### src/rtl/fetch_unit.sv
// Instruction fetch front end: issues sequential word fetches under a credit limit,
// queues in-order responses with their PCs, and flushes/refetches on redirect.
module fetch_unit #(
    parameter logic [31:0] RESET_PC = 32'h0000_0000,
    parameter int          QDEPTH   = 4
) (
    input  logic        clk,
    input  logic        reset,
    output logic        imem_req_valid,
    input  logic        imem_req_ready,
    output logic [31:0] imem_req_addr,
    input  logic        imem_resp_valid,
    input  logic [31:0] imem_resp_data,
    input  logic        redirect_valid,
    input  logic [31:0] redirect_pc,
    output logic        inst_valid,
    input  logic        inst_ready,
    output logic [31:0] inst_data,
    output logic [31:0] inst_pc
);
    localparam int PW = (QDEPTH > 1) ? $clog2(QDEPTH) : 1;
    localparam int CW = PW + 1;
    localparam logic [CW:0] QD = (CW+1)'(QDEPTH);

    logic [31:0]   q_data [QDEPTH];
    logic [31:0]   q_pc   [QDEPTH];
    logic [PW-1:0] wr_ptr, rd_ptr;
    logic [CW-1:0] count, outstanding, discard, outstanding_nxt;
    logic [31:0]   fetch_pc, resp_pc;
    logic          run;
    logic          req_fire, resp_fire, push, pop;

    // Credits cover both queued instructions and requests still in flight,
    // so every accepted request is guaranteed a queue slot.
    assign imem_req_valid = run && !redirect_valid &&
                            (({1'b0, count} + {1'b0, outstanding}) < QD);
    assign imem_req_addr  = fetch_pc;
    assign req_fire       = imem_req_valid && imem_req_ready;
    assign resp_fire      = imem_resp_valid && (outstanding != '0);
    assign push           = resp_fire && (discard == '0) && !redirect_valid;
    assign inst_valid     = (count != '0) && !redirect_valid;
    assign pop            = inst_valid && inst_ready;
    assign inst_data      = (count != '0) ? q_data[rd_ptr] : '0;
    assign inst_pc        = (count != '0) ? q_pc[rd_ptr]   : '0;

    assign outstanding_nxt = outstanding + CW'(req_fire) - CW'(resp_fire);

    always_ff @(posedge clk or negedge reset) begin
        if (!reset) begin
            run         <= 1'b0;
            fetch_pc    <= RESET_PC;
            resp_pc     <= RESET_PC;
            wr_ptr      <= '0;
            rd_ptr      <= '0;
            count       <= '0;
            outstanding <= '0;
            discard     <= '0;
        end else begin
            run         <= 1'b1;
            outstanding <= outstanding_nxt;
            if (redirect_valid) begin
                fetch_pc <= redirect_pc & 32'hFFFF_FFFC;
                resp_pc  <= redirect_pc & 32'hFFFF_FFFC;
                wr_ptr   <= '0;
                rd_ptr   <= '0;
                count    <= '0;
                discard  <= outstanding_nxt;
            end else begin
                if (req_fire)
                    fetch_pc <= fetch_pc + 32'd4;
                if (resp_fire && (discard != '0))
                    discard <= discard - CW'(1);
                if (push) begin
                    resp_pc <= resp_pc + 32'd4;
                    wr_ptr  <= wr_ptr + PW'(1);
                end
                if (pop)
                    rd_ptr <= rd_ptr + PW'(1);
                if (push && !pop)
                    count <= count + CW'(1);
                else if (pop && !push)
                    count <= count - CW'(1);
            end
        end
    end

    // Storage needs no reset; occupancy gates what is visible.
    always_ff @(posedge clk) begin
        if (push) begin
            q_data[wr_ptr] <= imem_resp_data;
            q_pc[wr_ptr]   <= resp_pc;
        end
    end
endmodule
### config.mk
export PLATFORM = sky130hd
export DESIGN_NAME = fetch_unit
export DESIGN_NICKNAME = d
export VERILOG_FILES = /design/src/rtl/fetch_unit.sv
export SDC_FILE = /design/constraint.sdc
export NUM_CORES = 1
export LEC_CHECK = 0
export BUFFER_PORTS_ARGS = -buffer_cell sky130_fd_sc_hd__buf_4
export CAP_MARGIN = 10
export CORE_MARGIN = 1
export CORE_UTILIZATION = 60
export CTS_BUF_LIST = sky130_fd_sc_hd__clkbuf_8
export CTS_CLUSTER_DIAMETER = 50
export DETAILED_ROUTE_END_ITERATION = 7
export GPL_TIMING_DRIVEN = 0
export MAX_ROUTING_LAYER = met4
export PLACE_DENSITY_LB_ADDON = 0.25
export REMOVE_ABC_BUFFERS = 1
export SLEW_MARGIN = 20
export SYNTH_ARGS = -nofsm -noshare
export SYNTH_HDL_FRONTEND = slang
export SYNTH_SLANG_ARGS = --single-unit
### constraint.sdc
create_clock -name clk -period 3.81 [get_ports clk]
set_input_delay 0 -clock clk [delete_from_list [all_inputs] [get_ports clk]]
set_output_delay 0 -clock clk [all_outputs]
set_load 0.005 [all_outputs]
==> out/qor.yml, run 1 <==
final_layout:
  area_growth_syn_to_layout_pct: 24.5
  seq_area_um2: 9310
  layout_commonest_cell: "edfxtp_1"
  fillers: 1283
  layout.nets: 1199
  final_cell_mix: "248 x edfxtp_1, 170 x buf_4, 72 x dfrtp_1, 68 x dlygate4sd3_1, 63 x nor2b_1"
  drive_gt1_frac: 0.290
  stdcell_count: 1438
  multi_input_area_um2: 4130
synth:
  synthAdderAreaFrac: 0.0139
  synth_top_family_by_area: "multiplexers"
  synth_edf_count: 248
  synth_seq_cells: 322
  ys_seq_area_frac: 0.681
  synth.area.mux_share: 0.114
  ys_async_sr_fraction: 0.230
  synth_xor_area_frac: 0.0276
  synthesis.area_um2: 13700
  synth_warnings: 0
  postSynthAreaPerCell_um2: 15.9
  syn_inst: 859
  synth-simple-area-share: 0.104
  synth-main-ff-cell: "edfxtp_1"
  synth_cell_types: 55
  synth_compound_area_frac: 0.0400
cts:
  cts_sinks: 322
  clk_pin_slew_ps: 60
  clk_latency_ps: 560
  cts_resized: 0
  cts_buffers: 51
  root_buffer: "clkbuf_8"
  h-tree-depth: 2
  cts_tree: "yes"
  clock_path_buffers: 3
place:
  gp_congestion: 0.841
  dpl.cell_count: 1271
  portBuffers: 161
  dpl.hpwl_um: 18600
  dp_slack_ps: 94.4
power_and_ir_drop:
  design_power_total_mw: 9.05
  irDropWorstVdd_v: 0.000347
  powerDensity_nw_per_um2: 532
  p_leak_nw: 6.19
timing:
  relSlewSlack: 0.195
  fmax_mhz: 283
  tightestPinTransition_ps: 1200
  finalCritPeriodShare: 0.928
  hold_viol_final: 0
  final.setup.tns_ps: 0
  setup_viol: 0
  clock_skew_ps: 16.7
  layout_setup_ws_ps: 273
  maxSlewViolCount: 0
  period_minus_slack_ps: 3540
  rsz0062_at_grt: "false"
worst_setup_path:
  worst_ep_arrival_time_ps: 3990
  worst-path-max-fanout: 26
  end_kind: "flip-flop"
  cp_cell_sequence: "ha_1 -> or4b_4 -> nor4b_4 -> buf_4 -> buf_6 -> inv_2 -> ha_1 -> inv_1 -> ha_1 -> fa_1 -> xnor2_1 -> o21a_1"
  start_kind: "flip-flop"
  cpMostUsedCell: "ha_1"
  slowest_stage: "or4b_4"
  ff2ff_setup_slack_ps: 270
  path_class: "flip-flop to flip-flop"
  crit_required_ps: 4260
  max_stage_delay_ps: 540
global_routing:
  grt.total_usage: 0.268
  grt.overflow.total: 0
  grt_first_pass_wirelength_um: 46600
  grt_pass1_vias: 8676
  grt_max_degree: 75
  antenna_found_initial: 1
die:
  rows: 54
  initial_utilization: 0.618
  dieHeight_um: 153
  io_pins: 168
  die_w_um: 153
  core-area_um2: 22100
  die_area_um2: 23400
run_status:
  status: "finished clean"
route:
  drt-wirelength-per-cell_um: 20.7
  wl_um: 29800
  drtAntennaViolNets: 0
  dr.pass1.iters: 5
  viasPerCell: 5.92
  vias: 8510
  drt_iter0_markers: 569
  route.detailed.drc: 0
hold_path:
  hold_class: "input pin to async pin"
flow_run:
  maxCapViolations: 0
-- Yosys cell counts (all sizes together), types with 3 or more instances --
cell type / count / area (um2)
mux4: 62 / 1400
o31a: 3 / 26.3
o211ai: 8 / 60.1
mux2: 12 / 135
clkbuf: 37 / 139
nand2: 44 / 165
nand3: 27 / 135
nor2: 22 / 82.6
nor2b: 63 / 394
a21oi: 8 / 40.0
or3: 6 / 37.5
or4: 6 / 45.0
buf: 10 / 53.8
xor2: 23 / 201
and4: 5 / 43.8
inv: 18 / 67.6
o21ai: 34 / 170
dfrtp: 74 / 1850
o311ai: 11 / 96.3
ha: 12 / 150
xnor2: 20 / 175
and2: 10 / 62.6
and3: 14 / 87.6
nor4: 3 / 18.8
nand4: 33 / 206
nor3: 10 / 50.1
a31oi: 4 / 25.0
edfxtp: 248 / 7450
-- worst paths after layout --
| check | depth (start not counted) | startpoint | to |
|---|---|---|---|
| min in group clk | 2 | imem_resp_data[27] | q_data[3][27] |
| max in group asynchronous | 2 | reset | rd_ptr[1] |
| setup / recovery | 12 | outstanding[2] | discard[2] |
| setup reg to reg | 12 | outstanding[2] | discard[2] |
| hold reg to reg | 0 | resp_pc[31] | q_pc[1][31] |
| hold / removal | 2 | reset | resp_pc[8] |
-- what timing repair did --
item,CTS,global route
buffers inserted,0,3
hold buffers,68,0
hold endpoints to repair,270,0
setup endpoints to repair,0,3
-- registers in the layout, indices dropped and copies added, names as in the netlist --
signal / cells
count: 3
discard: 3
imem_req_addr: 30
outstanding: 3
q_data: 128
q_pc: 120
rd_ptr: 2
resp_pc: 30
run: 1
wr_ptr: 2
-- per-stage QoR --
| step | hold slack, ps | util | area [um2] |
|---|---|---|---|
| 2_1_floorplan | -296 | - | 13500 |
| 3_3_place_gp | 202 | 0.680 | 15000 |
| 3_5_place_dp | 205 | 0.693 | 15300 |
| 4_1_cts | 150 | 0.768 | 17000 |
| 5_1_grt | 172 | 0.769 | 17000 |
| 6_report | 129 | 0.769 | 17000 |
-- cell families (layout without fill, tap and decap cells) --
group / count (synthesis) / in the layout
xor gates and xnor gates: 43 / 43
buffers and inverters: 66 / 361
and+or+nand+nor: 252 / 252
DFF: 322 / 322
adders and majority gates: 14 / 14
other: 2 / 6
AOI/OAI and AO/OA: 84 / 84
muxes: 76 / 76
-- power by group --
group          switching [mW]  internal (mW)  total, mW
clock                    1.30           1.45       2.75
sequential              0.285           4.01       4.29
combinational           0.900           1.11       2.01
-- routing by layer --
layer / up-vias / routed length [um] / track usage
li1: 3846 / - / -
met5: - / 0 / -
met4: 0 / 859 / 0.0933
met2: 337 / 14600 / 0.429
met1: 4254 / 12400 / 0.350
met3: 73 / 1920 / 0.0505
-- critical path, delay by kind of cell (launching register included) --
family	cells	cell delay, ps
simple gates	2	750
flops	1	460
xor+xnor	1	160
buf+inv	4	640
compound gates	1	170
fa+ha+maj	4	1240
-- area by class of cell --
class | instances | area share
Antenna cell | 1 | 0.000147
Clock buffer | 61 | 0.0494
Clock inverter | 34 | 0.00839
Inverter | 19 | 0.00420
Multi-Input combinational cell | 474 | 0.243
Sequential cell | 322 | 0.548
Tap cell | 280 | 0.0206
Timing Repair Buffer | 247 | 0.127
Power figures use the tool's default switching activity.
==> run 2: changes to the inputs <==
PLACE_DENSITY = 0.87   (was default)
PLACE_DENSITY_LB_ADDON = default   (was 0.25)
==> out/qor.yml, run 2 (synthesis results as in run 1) <==
power_and_ir_drop:
  power_frac_seq: 0.476  # was 0.474
  p_leak_nw: 6.17  # was 6.19 nW
  power.internal_mw: 6.48  # was 6.57 mW
  irDropWorstVdd_v: 0.000444  # was 0.000347 V
  design_power_total_mw: 8.96  # was 9.05 mW
  clockPowerShare: 0.297  # was 0.304
  combPwrFrac: 0.228  # was 0.222
  power_switching_share: 0.277  # was 0.274
  p_sw_mw: 2.48  # about the same
  powerDensity_nw_per_um2: 528  # was 532 nW/um2
global_routing:
  grt.total_usage: 0.273  # was 0.268
  grt_pass1_vias: 8688  # was 8676
  grt_first_pass_wirelength_um: 46800  # was 46600 um
  grt_max_degree: 75  # unchanged
  grt.overflow.total: 0  # unchanged
  antenna_found_initial: 0  # was 1
timing:
  rsz0062_at_grt: "false"  # unchanged
  clock_skew_ps: 19.5  # was 16.7 ps
  final.setup.tns_ps: 0  # unchanged
  relSlewSlack: 0.288  # was 0.195
  hold_viol_final: 0  # unchanged
  period_minus_slack_ps: 3550  # was 3540 ps
  fmax_mhz: 282  # was 283 MHz
  tightestPinTransition_ps: 1060  # was 1200 ps
  setup_viol: 0  # unchanged
  finalCritPeriodShare: 0.931  # was 0.928
  maxSlewViolCount: 0  # unchanged
place:
  portBuffers: 161  # unchanged
  gp_congestion: 0.911  # was 0.841
  dpl.hpwl_um: 18500  # was 18600 um
worst_setup_path:
  start_kind: "flip-flop"  # unchanged
  r2r_start: "count[2]"  # was outstanding[2]
  crit_required_ps: 4280  # was 4260 ps
  reg2reg_to: "discard[2]"  # unchanged
  endpoint: "discard[2]"  # unchanged
  worst_ep_arrival_time_ps: 4010  # was 3990 ps
  path_class: "flip-flop to flip-flop"  # unchanged
  ff2ff_setup_slack_ps: 260  # was 270 ps
  worst-path-max-fanout: 26  # unchanged
  cp-startpoint: "count[2]"  # was outstanding[2]
  rr_worst_depth: 12  # unchanged
  end_kind: "flip-flop"  # unchanged
cts:
  h-tree-depth: 2  # unchanged
  cts_sinks: 322  # unchanged
  clk_latency_ps: 580  # was 560 ps
  clk_pin_slew_ps: 60  # about the same
  cts_resized: 0  # unchanged
  root_buffer: "clkbuf_8"  # unchanged
  cts_tree: "yes"  # unchanged
  clock_path_buffers: 3  # unchanged
  cts_buffers: 50  # was 51
route:
  viasPerCell: 5.91  # was 5.92
  vias: 8492  # was 8510
  dr.pass1.iters: 5  # unchanged
  drtAntennaViolNets: 0  # unchanged
  wl_um: 30100  # was 29800 um
  drt-wirelength-per-cell_um: 20.9  # was 20.7 um
  drt_iter0_markers: 608  # was 569
  route.detailed.drc: 0  # unchanged
die:
  dieHeight_um: 153  # unchanged
  die_area_um2: 23400  # unchanged
  die_w_um: 153  # unchanged
  io_pins: 168  # unchanged
  rows: 54  # unchanged
  core-area_um2: 22100  # unchanged
  initial_utilization: 0.618  # unchanged
final_layout:
  multi_input_area_um2: 4130  # unchanged
  area_growth_syn_to_layout_pct: 24.3  # was 24.5%
  fillers: 1251  # was 1283
  largest_register_ffs: 128  # unchanged
  final_cell_mix: "248 x edfxtp_1, 171 x buf_4, 72 x dfrtp_1, 70 x dlygate4sd3_1, 63 x nor2b_1"  # was 248 x edfxtp_1, 170 x buf_4, 72 x dfrtp_1, 68 x dlygate4sd3_1, 63 x nor2b_1
  layout_commonest_cell: "edfxtp_1"  # unchanged
  seq_area_um2: 9310  # unchanged
  top_register: "q_data"  # unchanged
  top_regs: "q_data x128, q_pc x120"  # unchanged
  drive_gt1_frac: 0.286  # was 0.290
  layout.nets: 1200  # was 1199
  diodes: 0  # was 1
flow_run:
  maxCapViolations: 0  # unchanged
hold_path:
  hold_class: "input pin to async pin"  # unchanged
run_status:
  status: "finished clean"  # unchanged
-- run 2: what timing repair did --
item,4_1_cts,5_1_grt
hold endpoints to repair,269,0
setup buffers,0,3
hold buffers,70,0
endpoints found under the setup margin,0,3
-- run 2: area by class of cell --
cell class | count | share of cell area
clock buffers | 53 | 0.0430
multi-input cells | 474 | 0.243
inverters | 19 | 0.00420
clock inverters | 40 | 0.0117
well taps | 280 | 0.0206
flip-flops and latches | 322 | 0.549
repair buffers | 249 | 0.129
-- run 2: worst min-delay path by stage --
| stage | startpoint | end | cells after the start |
|---|---|---|---|
| floorplan | reset | count[0] | 0 |
| global placement | imem_resp_data[18] | q_data[0][18] | 1 |
| detailed placement | imem_resp_data[14] | q_data[0][14] | 1 |
| CTS | reset | resp_pc[30] | 2 |
| global route | imem_resp_data[12] | q_data[3][12] | 2 |
| finish | reset | imem_req_addr[2] | 2 |
-- run 2: stage by stage --
step	utilization	worst slack [ps]	area, um2	hold slack, ps	instances
floorplan	-	60.5	13500	-296	815
global placement	0.680	-3560	15000	201	1256
detailed placement	0.693	58.1	15300	203	1271
CTS	0.767	50.5	16900	142	1434
global route	0.768	63.7	17000	161	1437
finish	0.768	264	17000	112	1437
-- run 2: critical path, stage by stage (launching register included) --
cell,delay [ps]
dfrtp_1,430
ha_1,310
or4b_4,540
nor4b_4,280
buf_4,210
buf_6,180
inv_2,200
ha_1,340
inv_1,40
ha_1,180
fa_1,380
xnor2_1,160
o21a_1,180
-- run 2: per-layer routing --
metal,track usage,vias up,wire length (um)
met3,0.0595,66,2180
met4,0.0986,0,969
met1,0.341,4227,11900
met5,-,-,0
li1,-,3840,-
met2,0.444,359,15100
-- run 2: power groups by stage --
stage / combinational (mW) / sequential [mW] / clock (mW)
finish: 2.04 / 4.26 / 2.66
global route: 2.22 / 4.29 / 2.85
CTS: 2.04 / 4.25 / 2.69
detailed placement: 1.97 / 4.32 / 0
global placement: 1.70 / 4.41 / 0
floorplan: 1.03 / 4.32 / 0
==> run 3: changes to the inputs <==
REMOVE_ABC_BUFFERS = default   (was 1)
==> out/qor.yml, run 3 (synthesis results as in run 1) <==
global_routing:
  grt_pass1_vias: 8997  # was 8688
  grt_max_degree: 75  # unchanged
  grt.total_usage: 0.281  # was 0.273
  grt.overflow.total: 0  # unchanged
  grt_first_pass_wirelength_um: 48700  # was 46800 um
  antenna_found_initial: 0  # unchanged
die:
  core-area_um2: 22100  # unchanged
  rows: 54  # unchanged
  die_area_um2: 23400  # unchanged
  io_pins: 168  # unchanged
  dieHeight_um: 153  # unchanged
  initial_utilization: 0.618  # unchanged
  die_w_um: 153  # unchanged
timing:
  hold_viol_final: 0  # unchanged
  relSlewSlack: 0.358  # was 0.288
  clock_skew_ps: 18.1  # was 19.5 ps
  finalCritPeriodShare: 0.909  # was 0.931
  period_minus_slack_ps: 3460  # was 3550 ps
  maxSlewViolCount: 0  # unchanged
  setup_viol: 0  # unchanged
  final.setup.tns_ps: 0  # unchanged
  rsz0062_at_grt: "false"  # unchanged
  fmax_mhz: 289  # was 282 MHz
  tightestPinTransition_ps: 964  # was 1060 ps
power_and_ir_drop:
  irDropWorstVdd_v: 0.000250  # was 0.000444 V
  p_leak_nw: 6.16  # was 6.17 nW
  design_power_total_mw: 8.98  # was 8.96 mW
  power_frac_seq: 0.471  # was 0.476
  clockPowerShare: 0.301  # was 0.297
  p_sw_mw: 2.50  # was 2.48 mW
  combPwrFrac: 0.227  # was 0.228
  powerDensity_nw_per_um2: 530  # was 528 nW/um2
  power.internal_mw: 6.48  # about the same
  power_switching_share: 0.279  # was 0.277
final_layout:
  layout_commonest_cell: "edfxtp_1"  # unchanged
  diodes: 0  # unchanged
  drive_gt1_frac: 0.270  # was 0.286
  area_growth_syn_to_layout_pct: 24.2  # was 24.3%
  top_regs: "q_data x128, q_pc x120"  # unchanged
  final_cell_mix: "248 x edfxtp_1, 165 x buf_4, 74 x dfrtp_1, 66 x dlygate4sd3_1, 63 x nor2b_1"  # was 248 x edfxtp_1, 171 x buf_4, 72 x dfrtp_1, 70 x dlygate4sd3_1, 63 x nor2b_1
  top_register: "q_data"  # unchanged
  largest_register_ffs: 128  # unchanged
  fillers: 1254  # was 1251
  layout.nets: 1230  # was 1200
place:
  portBuffers: 160  # was 161
  dpl.hpwl_um: 19900  # was 18500 um
  gp_congestion: 0.959  # was 0.911
cts:
  cts_tree: "yes"  # unchanged
  root_buffer: "clkbuf_8"  # unchanged
  clk_pin_slew_ps: 60  # about the same
  clock_path_buffers: 3  # unchanged
  cts_buffers: 51  # was 50
  post_cts_buffers: 0  # unchanged
  clk_latency_ps: 560  # was 580 ps
  cts_resized: 0  # unchanged
  cts_sinks: 322  # unchanged
  h-tree-depth: 2  # unchanged
run_status:
  status: "finished clean"  # unchanged
route:
  wl_um: 31000  # was 30100 um
  vias: 8763  # was 8492
  dr.pass1.iters: 5  # unchanged
  drt-wirelength-per-cell_um: 21.2  # was 20.9 um
  route.detailed.drc: 0  # unchanged
  drtAntennaViolNets: 0  # unchanged
  viasPerCell: 5.98  # was 5.91
  drt_iter0_markers: 659  # was 608
worst_setup_path:
  start_kind: "flip-flop"  # unchanged
  end_kind: "flip-flop"  # unchanged
  ff2ff_setup_slack_ps: 350  # was 260 ps
  worst_ep_arrival_time_ps: 3910  # was 4010 ps
  worst-path-max-fanout: 10  # was 26
  rr_worst_depth: 11  # was 12
  path_class: "flip-flop to flip-flop"  # unchanged
  crit_required_ps: 4250  # was 4280 ps
hold_path:
  hold_class: "input pin to flip-flop"  # was input pin to async pin
  min_path_cells: 5
flow_run:
  maxCapViolations: 0  # unchanged
## run 3: cell types whose count changed in the layout (fill, tap and decap cells not counted), moves of 3 or more
cell	previous run	this run
clkinv_1	15	10
buf_16	6	2
dlygate4sd3_1	70	66
clkbuf_1	0	37
inv_1	32	36
clkbuf_8	53	56
clkinv_2	8	5
buf_4	171	165
buf_1	0	5
## run 3: metal layers
metal	part of all wire	track usage
met5	0	-
met4	0.019	0.0765
met3	0.077	0.0508
met2	0.50	0.457
met1	0.40	0.371
## run 3: final timing paths
kind / start / endpoint
worst max-delay path: count[2] / discard[2]
worst min-delay path: imem_req_ready / imem_req_addr[25]
worst max register to register: count[2] / discard[2]
worst min register to register: discard[1] / discard[1]
max in group asynchronous: reset / resp_pc[15]
min in group asynchronous: reset / imem_req_addr[29]
## run 3: power groups by stage
stage | Sequential (mW) | Combinational, mW | Clock (mW)
2_1_floorplan | 4.23 | 1.12 | 0
6_report | 4.23 | 2.04 | 2.71
5_1_grt | 4.26 | 2.23 | 2.90
3_3_place_gp | 4.29 | 1.90 | 0
4_1_cts | 4.22 | 2.04 | 2.75
3_5_place_dp | 4.29 | 1.97 | 0
## run 3: through the flow
stage / instance area, um2 / std cells / hold WS [ps] / setup slack, ps / utilization
finish: 17000 / 1465 / 62.1 / 346 / 0.767
global placement: 15200 / 1302 / 201 / -581 / 0.689
global route: 17000 / 1465 / 97.3 / 134 / 0.767
detailed placement: 15300 / 1307 / 204 / 358 / 0.694
floorplan: 13700 / 862 / -296 / 585 / -
CTS: 16900 / 1465 / 41.6 / 353 / 0.767
## run 3: area by class of cell
class	instances	area, um2	share of cell area
Sequential cell	322	9300	0.548
Multi-Input combinational cell	474	4130	0.244
Timing Repair Buffer	231	1960	0.116
Clock buffer	56	771	0.0455
Tap cell	280	350	0.0207
Buffer	47	193	0.0114
Clock inverter	36	176	0.0104
Inverter	19	71.3	0.00421
## run 3: repair_timing
item,in CTS,in global routing
hold buffers,66,0
endpoints found under the hold margin,264,0
endpoints found under the setup margin,0,0
## run 3: worst max-delay path, stage by stage (launching register included)
cell and delay (ps):
dfrtp_1 440, ha_1 310, or4b_4 530, nor4b_4 360, inv_2 150, clkbuf_1 290, ha_1 360, inv_1 40
ha_1 180, fa_1 380, xnor2_1 150, o21a_1 170
